--- src/rtl/fetch_pkg.sv ---
// rtl/fetch_pkg.sv - shared FSM state and program-counter function codes for the fetch unit
//
// Contents:
//   fetch_state_t : IDLE (nothing outstanding), REQ (read outstanding),
//                   FLUSH (stale read outstanding, its data will be discarded)
//   ps_t          : program counter function select driven towards the PC register
//   ps_select     : priority encoder for the PC function select

package fetch_pkg;

    typedef enum logic [1:0] {
        ST_IDLE  = 2'b00,
        ST_REQ   = 2'b01,
        ST_FLUSH = 2'b10
    } fetch_state_t;

    typedef enum logic [1:0] {
        PS_HOLD = 2'b00,
        PS_INC  = 2'b01,
        PS_LOAD = 2'b10,
        PS_REL  = 2'b11
    } ps_t;

    // A redirect always wins over a sequential advance; PS_REL is never produced.
    function automatic ps_t ps_select(input logic redirect, input logic advance);
        if (redirect) begin
            return PS_LOAD;
        end else if (advance) begin
            return PS_INC;
        end
        return PS_HOLD;
    endfunction

endpackage

--- src/rtl/fetch_if.sv ---
// rtl/fetch_if.sv - instruction memory read port and decode-side instruction stream of the fetch unit
//
// Signals:
//   mem_req    : read request, held until mem_ack
//   mem_addr   : read address, stable while mem_req is high
//   mem_ack    : one-cycle pulse, mem_data valid for the outstanding read
//   mem_data   : returned instruction word
//   inst       : queue head instruction
//   inst_pc    : address of the queue head instruction
//   inst_valid : queue non-empty
//   inst_ready : decode accepts the head when inst_valid is also high
// Modports:
//   master : the fetch unit (drives requests and the instruction stream)
//   slave  : memory plus decode environment

interface fetch_if #(
    parameter int N = 16
);

    logic         mem_req;
    logic [N-1:0] mem_addr;
    logic         mem_ack;
    logic [N-1:0] mem_data;
    logic [N-1:0] inst;
    logic [N-1:0] inst_pc;
    logic         inst_valid;
    logic         inst_ready;

    modport master (
        output mem_req,
        output mem_addr,
        input  mem_ack,
        input  mem_data,
        output inst,
        output inst_pc,
        output inst_valid,
        input  inst_ready
    );

    modport slave (
        input  mem_req,
        input  mem_addr,
        output mem_ack,
        output mem_data,
        input  inst,
        input  inst_pc,
        input  inst_valid,
        output inst_ready
    );

endinterface

--- src/rtl/fetch_queue.sv ---
// rtl/fetch_queue.sv - register-based instruction FIFO holding {instruction, address} pairs
//
// Ports:
//   clk, rst_n          : clock, asynchronous active-low reset
//   push, push_inst,
//   push_pc             : enqueue one entry (caller never pushes into a full queue
//                         unless it pops in the same cycle)
//   pop                 : dequeue the head; ignored when empty
//   flush               : drop every entry; overrides push and pop in that cycle
//   full, empty, count  : occupancy status
//   head_inst, head_pc  : registered head entry, stale but stable when empty

module fetch_queue #(
    parameter int N     = 16,
    parameter int DEPTH = 2
) (
    input  logic                   clk,
    input  logic                   rst_n,
    input  logic                   push,
    input  logic [N-1:0]           push_inst,
    input  logic [N-1:0]           push_pc,
    input  logic                   pop,
    input  logic                   flush,
    output logic                   full,
    output logic                   empty,
    output logic [$clog2(DEPTH):0] count,
    output logic [N-1:0]           head_inst,
    output logic [N-1:0]           head_pc
);

    localparam int AW = $clog2(DEPTH);
    localparam int CW = AW + 1;

    logic [N-1:0]  inst_mem [DEPTH];
    logic [N-1:0]  pc_mem   [DEPTH];
    logic [AW-1:0] rd_ptr;
    logic [AW-1:0] wr_ptr;
    logic [CW-1:0] cnt;
    logic          do_pop;

    assign do_pop    = pop & ~empty;
    assign empty     = (cnt == '0);
    assign full      = (cnt == CW'(DEPTH));
    assign count     = cnt;
    assign head_inst = inst_mem[rd_ptr];
    assign head_pc   = pc_mem[rd_ptr];

    // DEPTH is a power of two, so the pointers wrap by natural overflow.
    // At full occupancy a simultaneous push writes the slot being vacated by
    // the pop (wr_ptr == rd_ptr), which becomes the new tail.
    always_ff @(posedge clk or negedge rst_n) begin
        if (!rst_n) begin
            rd_ptr <= '0;
            wr_ptr <= '0;
            cnt    <= '0;
            for (int i = 0; i < DEPTH; i++) begin
                inst_mem[i] <= '0;
                pc_mem[i]   <= '0;
            end
        end else if (flush) begin
            rd_ptr <= '0;
            wr_ptr <= '0;
            cnt    <= '0;
        end else begin
            if (push) begin
                inst_mem[wr_ptr] <= push_inst;
                pc_mem[wr_ptr]   <= push_pc;
                wr_ptr           <= wr_ptr + 1'b1;
            end
            if (do_pop) begin
                rd_ptr <= rd_ptr + 1'b1;
            end
            cnt <= cnt + CW'(push) - CW'(do_pop);
        end
    end

endmodule

--- src/rtl/fetch_unit.sv ---
// rtl/fetch_unit.sv - instruction fetch: issues reads at PC, queues returned words, handles redirects
//
// Ports:
//   clk, rst_n     : clock, asynchronous active-low reset
//   pc             : current program counter value (external PC register)
//   ps             : PC function select: hold / +1 / load
//   target         : load value for the PC, zero unless ps is PS_LOAD
//   branch_valid   : one-cycle redirect request from execute
//   branch_target  : redirect address
//   bus            : fetch_if master (memory read port + instruction stream)

module fetch_unit
    import fetch_pkg::*;
#(
    parameter int N     = 16,
    parameter int DEPTH = 2
) (
    input  logic         clk,
    input  logic         rst_n,
    input  logic [N-1:0] pc,
    output ps_t          ps,
    output logic [N-1:0] target,
    input  logic         branch_valid,
    input  logic [N-1:0] branch_target,
    fetch_if.master      bus
);

    localparam int CW = $clog2(DEPTH) + 1;
    localparam logic [CW:0] DEPTH_L = (CW + 1)'(DEPTH);

    fetch_state_t  state;
    logic          mem_req_q;
    logic          started_q;
    logic [N-1:0]  addr_q;

    logic          q_full;
    logic          q_empty;
    logic [CW-1:0] q_count;
    logic          pop_eff;
    logic          push;
    logic          idle_room;
    logic [CW:0]   occ_after;
    logic          req_room;

    // Only a non-stale response that is not overtaken by a redirect is kept.
    assign push     = (state == ST_REQ) & bus.mem_ack & ~branch_valid;
    assign pop_eff  = bus.inst_ready & ~q_empty;

    // A slot is available for a new read if the queue is not full or the
    // head leaves this cycle.
    assign idle_room = ~q_full | pop_eff;

    // Occupancy after this cycle's pop and push, one bit wider so the
    // arithmetic cannot wrap.
    assign occ_after = {1'b0, q_count} - {{CW{1'b0}}, pop_eff} + {{CW{1'b0}}, push};
    assign req_room  = (occ_after < DEPTH_L);

    always_comb begin
        ps     = ps_select(branch_valid, push);
        target = '0;
        if (branch_valid) begin
            target = branch_target;
        end
    end

    // While waiting in REQ the PC is held, so driving pc straight through is
    // stable. In FLUSH the PC has already been redirected, so the captured
    // address keeps the stale read's address steady until its ack.
    assign bus.mem_addr = (state == ST_REQ) ? pc : addr_q;
    assign bus.mem_req  = mem_req_q;

    always_ff @(posedge clk or negedge rst_n) begin
        if (!rst_n) begin
            state     <= ST_IDLE;
            mem_req_q <= 1'b0;
            started_q <= 1'b0;
            addr_q    <= '0;
        end else begin
            // One idle cycle after reset release before the first request.
            started_q <= 1'b1;
            if (state == ST_REQ) begin
                addr_q <= pc;
            end
            case (state)
                ST_IDLE: begin
                    // mem_ack here is a leftover from an abandoned read: ignored.
                    if (!branch_valid && started_q && idle_room) begin
                        state     <= ST_REQ;
                        mem_req_q <= 1'b1;
                    end
                end
                ST_REQ: begin
                    if (branch_valid) begin
                        if (bus.mem_ack) begin
                            state     <= ST_IDLE;
                            mem_req_q <= 1'b0;
                        end else begin
                            state     <= ST_FLUSH;
                            mem_req_q <= 1'b1;
                        end
                    end else if (bus.mem_ack) begin
                        if (req_room) begin
                            state     <= ST_REQ;
                            mem_req_q <= 1'b1;
                        end else begin
                            state     <= ST_IDLE;
                            mem_req_q <= 1'b0;
                        end
                    end
                end
                ST_FLUSH: begin
                    // A redirect here only reloads the PC; the stale read is
                    // still outstanding until its ack arrives.
                    if (bus.mem_ack) begin
                        state     <= ST_IDLE;
                        mem_req_q <= 1'b0;
                    end
                end
                default: begin
                    state     <= ST_IDLE;
                    mem_req_q <= 1'b0;
                end
            endcase
        end
    end

    fetch_queue #(
        .N     (N),
        .DEPTH (DEPTH)
    ) u_queue (
        .clk       (clk),
        .rst_n     (rst_n),
        .push      (push),
        .push_inst (bus.mem_data),
        .push_pc   (pc),
        .pop       (pop_eff),
        .flush     (branch_valid),
        .full      (q_full),
        .empty     (q_empty),
        .count     (q_count),
        .head_inst (bus.inst),
        .head_pc   (bus.inst_pc)
    );

    assign bus.inst_valid = ~q_empty;

endmodule

--- src/flat_wrapper.sv ---
// flat-port wrapper written by rule: the top's interface ports become plain ports
module fetch_unit_flat import fetch_pkg::*;
#(
    parameter int N     = 16,
    parameter int DEPTH = 2
)
  (clk, rst_n, pc, ps, target, branch_valid, branch_target, bus_mem_req, bus_mem_addr, bus_mem_ack, bus_mem_data, bus_inst, bus_inst_pc, bus_inst_valid, bus_inst_ready);
  fetch_if #(.N(N)) bus_i ();
  input  logic clk;
  input  logic rst_n;
  input  logic [N-1:0] pc;
  output ps_t ps;
  output logic [N-1:0] target;
  input  logic branch_valid;
  input  logic [N-1:0] branch_target;
  output wire logic [$bits(bus_i.mem_req)-1:0] bus_mem_req;
  output wire logic [$bits(bus_i.mem_addr)-1:0] bus_mem_addr;
  input wire logic [$bits(bus_i.mem_ack)-1:0] bus_mem_ack;
  input wire logic [$bits(bus_i.mem_data)-1:0] bus_mem_data;
  output wire logic [$bits(bus_i.inst)-1:0] bus_inst;
  output wire logic [$bits(bus_i.inst_pc)-1:0] bus_inst_pc;
  output wire logic [$bits(bus_i.inst_valid)-1:0] bus_inst_valid;
  input wire logic [$bits(bus_i.inst_ready)-1:0] bus_inst_ready;
  assign bus_mem_req = bus_i.mem_req;
  assign bus_mem_addr = bus_i.mem_addr;
  assign bus_i.mem_ack = bus_mem_ack;
  assign bus_i.mem_data = bus_mem_data;
  assign bus_inst = bus_i.inst;
  assign bus_inst_pc = bus_i.inst_pc;
  assign bus_inst_valid = bus_i.inst_valid;
  assign bus_i.inst_ready = bus_inst_ready;
  fetch_unit #(.N(N), .DEPTH(DEPTH)) u_core (.clk(clk), .rst_n(rst_n), .pc(pc), .ps(ps), .target(target), .branch_valid(branch_valid), .branch_target(branch_target), .bus(bus_i));
endmodule
--- config.mk ---
export PLATFORM = sky130hd
export DESIGN_NAME = fetch_unit_flat
export DESIGN_NICKNAME = d
export VERILOG_FILES = /design/src/rtl/fetch_pkg.sv /design/src/rtl/fetch_if.sv /design/src/rtl/fetch_queue.sv /design/src/rtl/fetch_unit.sv /design/src/flat_wrapper.sv
export SDC_FILE = /design/constraint.sdc
export NUM_CORES = 1
export LEC_CHECK = 0
export ABC_AREA = 1
export BUFFER_PORTS_ARGS = -buffer_cell sky130_fd_sc_hd__buf_2
export CORE_UTILIZATION = 55
export DETAILED_ROUTE_END_ITERATION = 16
export PLACE_DENSITY = 0.95
export SLEW_MARGIN = 30
export SYNTH_ARGS = -nofsm -noshare
export SYNTH_HDL_FRONTEND = slang
export SYNTH_SLANG_ARGS = --single-unit
--- constraint.sdc ---
create_clock -name clk -period 4.4 [get_ports clk]
set_clock_uncertainty 0.05 [all_clocks]
set_input_delay 0.22 -clock clk [delete_from_list [all_inputs] [get_ports clk]]
set_output_delay 0.22 -clock clk [all_outputs]
set_load 0.02 [all_outputs]
==> results of run 1 <==
[cell families after synthesis]
logic type / synth area share
buffers and inverters: 0.106
other: 0.000936
AND/OR/NAND/NOR: 0.197
adder cells (fa/ha/maj): 0.0144
AO/OA/AOI/OAI: 0.129
XOR/XNOR: 0.00437
flip-flops: 0.549
[sequential cells by signal, summed over array words and instances, names as in the netlist]
signal	count
u_core.u_queue.inst_mem	32
u_core.u_queue.pc_mem	32
u_core.addr_q	16
u_core.state	2
u_core.u_queue.count	2
u_core.bus.mem_req	1
u_core.started_q	1
u_core.u_queue.rd_ptr	1
u_core.u_queue.wr_ptr	1
[layout make-up]
class                           instances  area [um2]  share of cell area
Clock inverter                          6        90.1              0.0185
Clock buffer                           10         138              0.0283
Sequential cell                        88        2200               0.453
Tap cell                               96         120              0.0247
Multi-Input combinational cell        303        1380               0.284
Inverter                               79         297              0.0610
Timing Repair Buffer                  123         632               0.130
[power by group through the flow]
stage	registers, mW	clock network, mW	logic [mW]
2_1_floorplan	1.32	0	1.14
3_3_place_gp	1.34	0	1.59
3_5_place_dp	1.36	0	1.65
4_1_cts	1.34	0.637	1.66
5_1_grt	1.38	0.679	1.84
6_report	1.34	0.626	1.65
[routing by layer]
metal	share of wire	track usage	routed length, um	vias up
li1	-	-	-	1739
met1	0.42	0.291	3700	1607
met2	0.50	0.447	4330	141
met3	0.072	0.0502	631	6
met4	0.0080	0.0969	70	0
met5	0	0	0	-
[metrics by stage]
step           instance area (um2)  setup slack (ps)   util  hold slack (ps)
3_5_place_dp                  4620              1590  0.669              288
2_1_floorplan                 4010              1660      -             -126
3_3_place_gp                  4620              1730  0.669              392
4_1_cts                       4860              1590  0.704             32.5
6_report                      4860              1600  0.704             45.8
5_1_grt                       4860              1440  0.704             27.2
[synthesized netlist by cell type (all sizes together), types with 2 or more instances]
cell type  instances  share of area
a21oi              3         0.0037
buf               10          0.016
clkbuf            16          0.016
clkinv             2         0.0019
dfrtp             88           0.55
ha                 3         0.0094
inv               77          0.072
nand2            161           0.15
nand3             20          0.025
nor2              10          0.014
o21ai            100           0.12
[worst reg2reg max path: stages, from the launching register on]
cell     delay, ps
dfrtp_1        420
inv_1           70
nor2_2         140
nand2_2        140
nor2_8         250
inv_1          100
ha_1           300
or2_2          310
fa_1           490
inv_1           40
nor2_1          70
nand3_1         80
nand2_1         80
nor2_1          40
o21ai_0        150
[worst max path at each step]
stage	endpoint	slack, ps	depth (start not counted)
detailed placement	u_core.bus.mem_req	1590	14
global placement	u_core.bus.mem_req	1730	13
global route	u_core.bus.mem_req	1440	14
finish	u_core.bus.mem_req	1600	14
floorplan	u_core.bus.mem_req	1660	14
CTS	u_core.bus.mem_req	1590	14
[timing repair]
action | 4_1_cts | 5_1_grt
setup buffers | 0 | 0
hold buffers | 1 | 0
hold endpoints to repair | 88 | 0
[cell usage in the layout, fill, tap and decap left out, drive strengths merged, types with 2 or more instances in the layout]
master	netlist	final
a21oi	3	3
buf	10	122
bufinv	0	2
clkbuf	16	10
clkinv	2	4
dfrtp	88	88
ha	3	3
inv	77	78
nand2	161	161
nand3	20	20
nor2	10	10
o21ai	100	100
==> metrics.cfg, run 1 <==
[global_route]
grt_overflow_total = 0
track_usage = 0.249
grt_pass1_vias = 3473
grt_pass1_wl_mm = 14.7
grt_max_degree = 89
antenna_found_initial = 0

[min_path]
hold_class = in -> reg
hp-start = bus_mem_data[10]
holdPathEnd = u_core.u_queue.inst_mem[10]
min_path_cells = 3

[detailed_routing]
drt-initial-drc-count = 202
vias = 3493
antenna_left = 0
wire_per_inst_um = 12.4
routed_wl_mm = 8.73
first_pass_iters = 5
viasPerCell = 4.95
drc_errors = 0

[setup_path]
worstSetupPathType = reg -> reg
arrival_ps = 3020
worstReg2RegEnd = u_core.bus.mem_req
rrSetupSlack_ps = 1600
crit_path_start_kind = flop
crit_fanout = 19
ff2ff_path_depth = 14
cp_cell_sequence = inv_1, nor2_2, nand2_2, nor2_8, inv_1, ha_1, or2_2, fa_1, inv_1, nor2_1, nand3_1, nand2_1, nor2_1, o21ai_0
cp_top_family = simple AND/OR/NAND/NOR gates
critical_path_required_ps = 4610
cpPeakStageDelay_ps = 490
path_common_cell = inv_1
crit_path_top_delay_cell = fa_1
r2r_start = u_core.state[0]
cp_num_buf_inv = 3
cp-end-kind = flop
startpoint = u_core.state[0]

[clock_tree]
cts_buffers = 9
cts_tree = done
clk_pin_slew_ps = 90
clock_path_buffers = 2
cts_root_buf = clkbuf_8
clkLatencyLatePin_ps = 340
clock-sinks = 88
cts_resized = 0
cts_max_level = 3

[yosys]
ys_seq_area_frac = 0.549
synth_cell_types = 25
synth_edf_count = 0
ys_ff_latch = 88
syn_avg_cell_area_um2 = 8.08
synthCells = 496
ys.flop_type = dfrtp_1
async_flop_share = 1.00
synthesis.nets = 553
syn_area_um2 = 4010
yosysWarnings = 0

[die]
die_height_um = 87.4
die_x_um = 87.4
die-area_um2 = 7630
rows = 30
initial_core_util = 0.580
core_area_um2 = 6910
ioPinCount = 121

[timing]
period_needed_ps = 2800
slew-limit-headroom = 0.399
rsz0062_at_grt = false
slew_violations = 0
fmax_mhz = 357
setup_viol = 0
fin_crit_sh = 0.637
tns_ps = 0
tightestPinTransition_ps = 901
hold_violations = 0

[power_and_ir_drop]
pwr-share-clk = 0.173
swShare = 0.435
combPwrFrac = 0.456
ir_worst_vdd_uv = 350
cellLeakagePower_nw = 2.78
power.share.sequential = 0.371
total_power_mw = 3.62
power_density_nw_per_um2 = 744
p_switching_mw = 1.57
p_int_mw = 2.04

[layout]
stdcell_count = 705
fin_nets = 661
diodes = 0
syn2layout_area_growth_pct = 21.3
drive_above_1_share = 0.236
num-fill-cells = 546

[place]
dp.cells = 688
gp_congestion = 0.835
port_buffers = 120
hpwlAfterDp_mm = 5.95

[job]
max_cap_violations = 0

[run_status]
outcome = complete, no violations

Power figures use the tool's default switching activity.
==> inputs of run 2 (changes only) <==
Settings changed: ABC_AREA 1 to 0, CORE_UTILIZATION 55 to 52, PLACE_DENSITY 0.95 to 0.92.
Clock period 4.4 ns to 2.9 ns, I/O delays scaled along.
==> run 2 against run 1 <==
Compared with the run above: synthesized cell count fell by 45%; clock-buffer cell count down 1; die area rose by 7.6%; routed wire length down 2.5%; first-iteration DRC count fell by 56%; worst hold slack got worse by 23 ps; via count fell by 23%; core utilization increased by 0.098 points; total power up 50%; register-to-register slack worse by 1200 ps; critical path type unchanged.
==> metrics.cfg, run 2 <==
[run_status]
outcome = complete, no violations

[job]
max_cap_violations = 0  ; unchanged

[place]
port_buffers = 120  ; unchanged
hpwlAfterDp_mm = 5.64  ; -5.3%
gp_congestion = 0.821  ; -1.6%

[global_route]
grt_pass1_vias = 2861  ; -18%
antenna_found_initial = 0  ; unchanged
busiest_layer = met2
grt_use_met2 = 0.395  ; -0.0515
grt_use_met3 = 0.0564  ; +0.00616
grt_pass1_wl_mm = 13.9  ; -4.9%
met1_usage = 0.255  ; -0.0356
grt_max_degree = 89  ; unchanged
track_usage = 0.218  ; -0.0307
grt_overflow_total = 0  ; unchanged

[clock_tree]
cts_max_level = 3  ; unchanged
clk_pin_slew_ps = 80  ; about the same
clock-sinks = 88  ; unchanged
cts_tree = done
cts_resized = 0  ; unchanged
clkLatencyLatePin_ps = 330  ; about the same
cts_buffers = 9  ; unchanged
clock_path_buffers = 2  ; unchanged
cts_root_buf = clkbuf_8

[layout]
reg.largest.list = u_core.u_queue.inst_mem: 32 flops, u_core.u_queue.pc_mem: 32 flops, u_core.addr_q: 16 flops
fin_nets = 476  ; -28%
num-fill-cells = 500  ; -8.4%
final_common_cell = buf_2
fin_util = 0.705  ; +0.000976
diodes = 0  ; unchanged
syn2layout_area_growth_pct = 27.8
drive_above_1_share = 0.613  ; +0.377
layout_common_cells = buf_2, dfrtp_1, mux2_2

[power_and_ir_drop]
ir_worst_vdd_uv = 615  ; +76%
power_density_nw_per_um2 = 1040  ; +40%
cellLeakagePower_nw = 2.62  ; -6.0%

[min_path]
hp-start = pc[9]
hold_class = in -> reg
holdPathEnd = u_core.u_queue.pc_mem[9]
min_path_cells = 2  ; -1

[detailed_routing]
viasPerCell = 5.17  ; +4.3%
routed_wl_mm = 8.52  ; -2.5%
wire_per_inst_um = 16.3  ; +31%
drc_errors = 0  ; unchanged
drt-initial-drc-count = 88  ; -56%
first_pass_iters = 4  ; -1
vias = 2703  ; -23%
antenna_left = 0  ; unchanged

[die]
die_height_um = 90.6  ; +3.7%
ioPinCount = 121  ; unchanged
initial_core_util = 0.551  ; -0.0290
die-area_um2 = 8210  ; +7.6%
rows = 31  ; +3.3%
core_area_um2 = 7410  ; +7.3%
die_x_um = 90.6  ; +3.7%

[timing]
fin_crit_sh = 0.865  ; +0.228
rsz0062_at_grt = false
slew-limit-headroom = 0.371  ; -0.0280
period_needed_ps = 2510  ; -295 ps
slew_violations = 0  ; unchanged
hold_violations = 0  ; unchanged
setup_viol = 0  ; unchanged
tightestPinTransition_ps = 944  ; +43.1 ps
fmax_mhz = 399  ; +12%
tns_ps = 0  ; unchanged

[setup_path]
crit_path_start_kind = flop
critical_path_required_ps = 3050  ; -1560 ps
crit_fanout = 7  ; -12
r2r_start = u_core.state[1]
worstSetupPathType = reg -> reg
ff2ff_path_depth = 7  ; -7
arrival_ps = 2660  ; -360 ps
rrSetupSlack_ps = 390  ; -1210 ps
cp-end-kind = flop
worstReg2RegEnd = u_core.bus.mem_req

[yosys]
netlist_top_cells_count = dfrtp_1, mux2_2, mux2_4
ys_ff_latch = 88  ; unchanged
yosys.cell_count.top_type = dfrtp_1
synthesis.nets = 330  ; -40%
syn_avg_cell_area_um2 = 15.0  ; +85%
syn_area_um2 = 4080  ; +1.9%
synthCells = 273  ; -45%
ys.flop_type = dfrtp_1
yosysWarnings = 0  ; unchanged
async_flop_share = 1.00  ; unchanged
yosysTopAreaCell = dfrtp_1
ys_seq_area_frac = 0.539  ; -0.0103
netlist_top_cells_area = dfrtp_1, mux2_2, mux2_4
synth_top_area_frac = 0.539  ; -0.0103
synth_edf_count = 0  ; unchanged
synth_cell_types = 32  ; +28%

run 2: cell count changes in the layout (fill, tap and decap cells not counted), moves of 3 or more:
| cell | before | now |
|---|---|---|
| nand3_1 | 20 | 0 |
| nand2b_1 | 0 | 3 |
| dlygate4sd3_1 | 1 | 26 |
| mux2_2 | 0 | 82 |
| and2_1 | 0 | 16 |
| inv_1 | 77 | 4 |
| o21ai_0 | 98 | 1 |
| nand2_1 | 159 | 1 |
| nor2_1 | 8 | 4 |
| mux2_4 | 0 | 30 |
run 2: worst max-delay path by stage:
stage	slack, ps	to	from
3_3_place_gp	590	u_core.bus.mem_req	u_core.state[1]
4_1_cts	420	u_core.bus.mem_req	u_core.state[1]
2_1_floorplan	670	u_core.bus.mem_req	u_core.state[1]
3_5_place_dp	440	u_core.bus.mem_req	u_core.state[1]
5_1_grt	280	u_core.bus.mem_req	u_core.state[1]
6_report	390	u_core.bus.mem_req	u_core.state[1]
run 2: metrics by stage:
stage          setup WS (ps)  hold WS (ps)  area (um2)  power [mW]  instances
6_report                 391          22.7        5220        5.42        523
5_1_grt                  282          7.50        5220        5.72        523
4_1_cts                  422        0.0574        5210        5.45        522
3_5_place_dp             444           212        4770        4.58        481
3_3_place_gp             594           338        4760        4.46        481
2_1_floorplan            671          -201        4080        3.83        273
run 2: power by group:
part	switching [mW]	leakage [nW]	total (mW)	internal, mW
clock network	0.431	0.103	0.831	0.400
registers	0.295	1.09	2.04	1.74
logic	1.30	1.42	2.55	1.26
total	2.02	2.62	5.42	3.40
run 2: logic make-up after synthesis:
kind of cell,count (synthesis),share of synthesized area
multiplexers,112,0.336
flip-flops,88,0.539
AND/OR/NAND/NOR,35,0.0570
buffers and inverters,20,0.0282
AO/OA/AOI/OAI,8,0.0135
XOR/XNOR,5,0.0107
adder cells (fa/ha/maj),4,0.0141
other,1,0.000918
run 2: layer usage:
layer,up-vias,routed length (um)
li1,1246,-
met1,1347,3430
met2,104,4560
met3,6,478
met4,0,49
met5,-,0
run 2: final cells by class:
type / count / area, um2 / share of cell area
inverters: 5 / 18.8 / 0.00359
repair buffers: 150 / 910 / 0.174
flip-flops and latches: 88 / 2200 / 0.422
well taps: 99 / 124 / 0.0237
clock inverters: 7 / 71.3 / 0.0137
clock buffers: 9 / 124 / 0.0237
multi-input cells: 165 / 1770 / 0.339
run 2: worst max-delay path: stages, from the launching register on:
cell       delay (ps)
dfrtp_1           440
nand4bb_4         300
ha_1              320
nand2b_1          170
fa_1              460
and3b_1           190
a221oi_1          350
a221oi_1          100
run 2: timing repair:
item / in CTS / in global routing
buffers inserted: 0 / 0
endpoints found under the hold margin: 132 / 2
hold buffers: 25 / 1
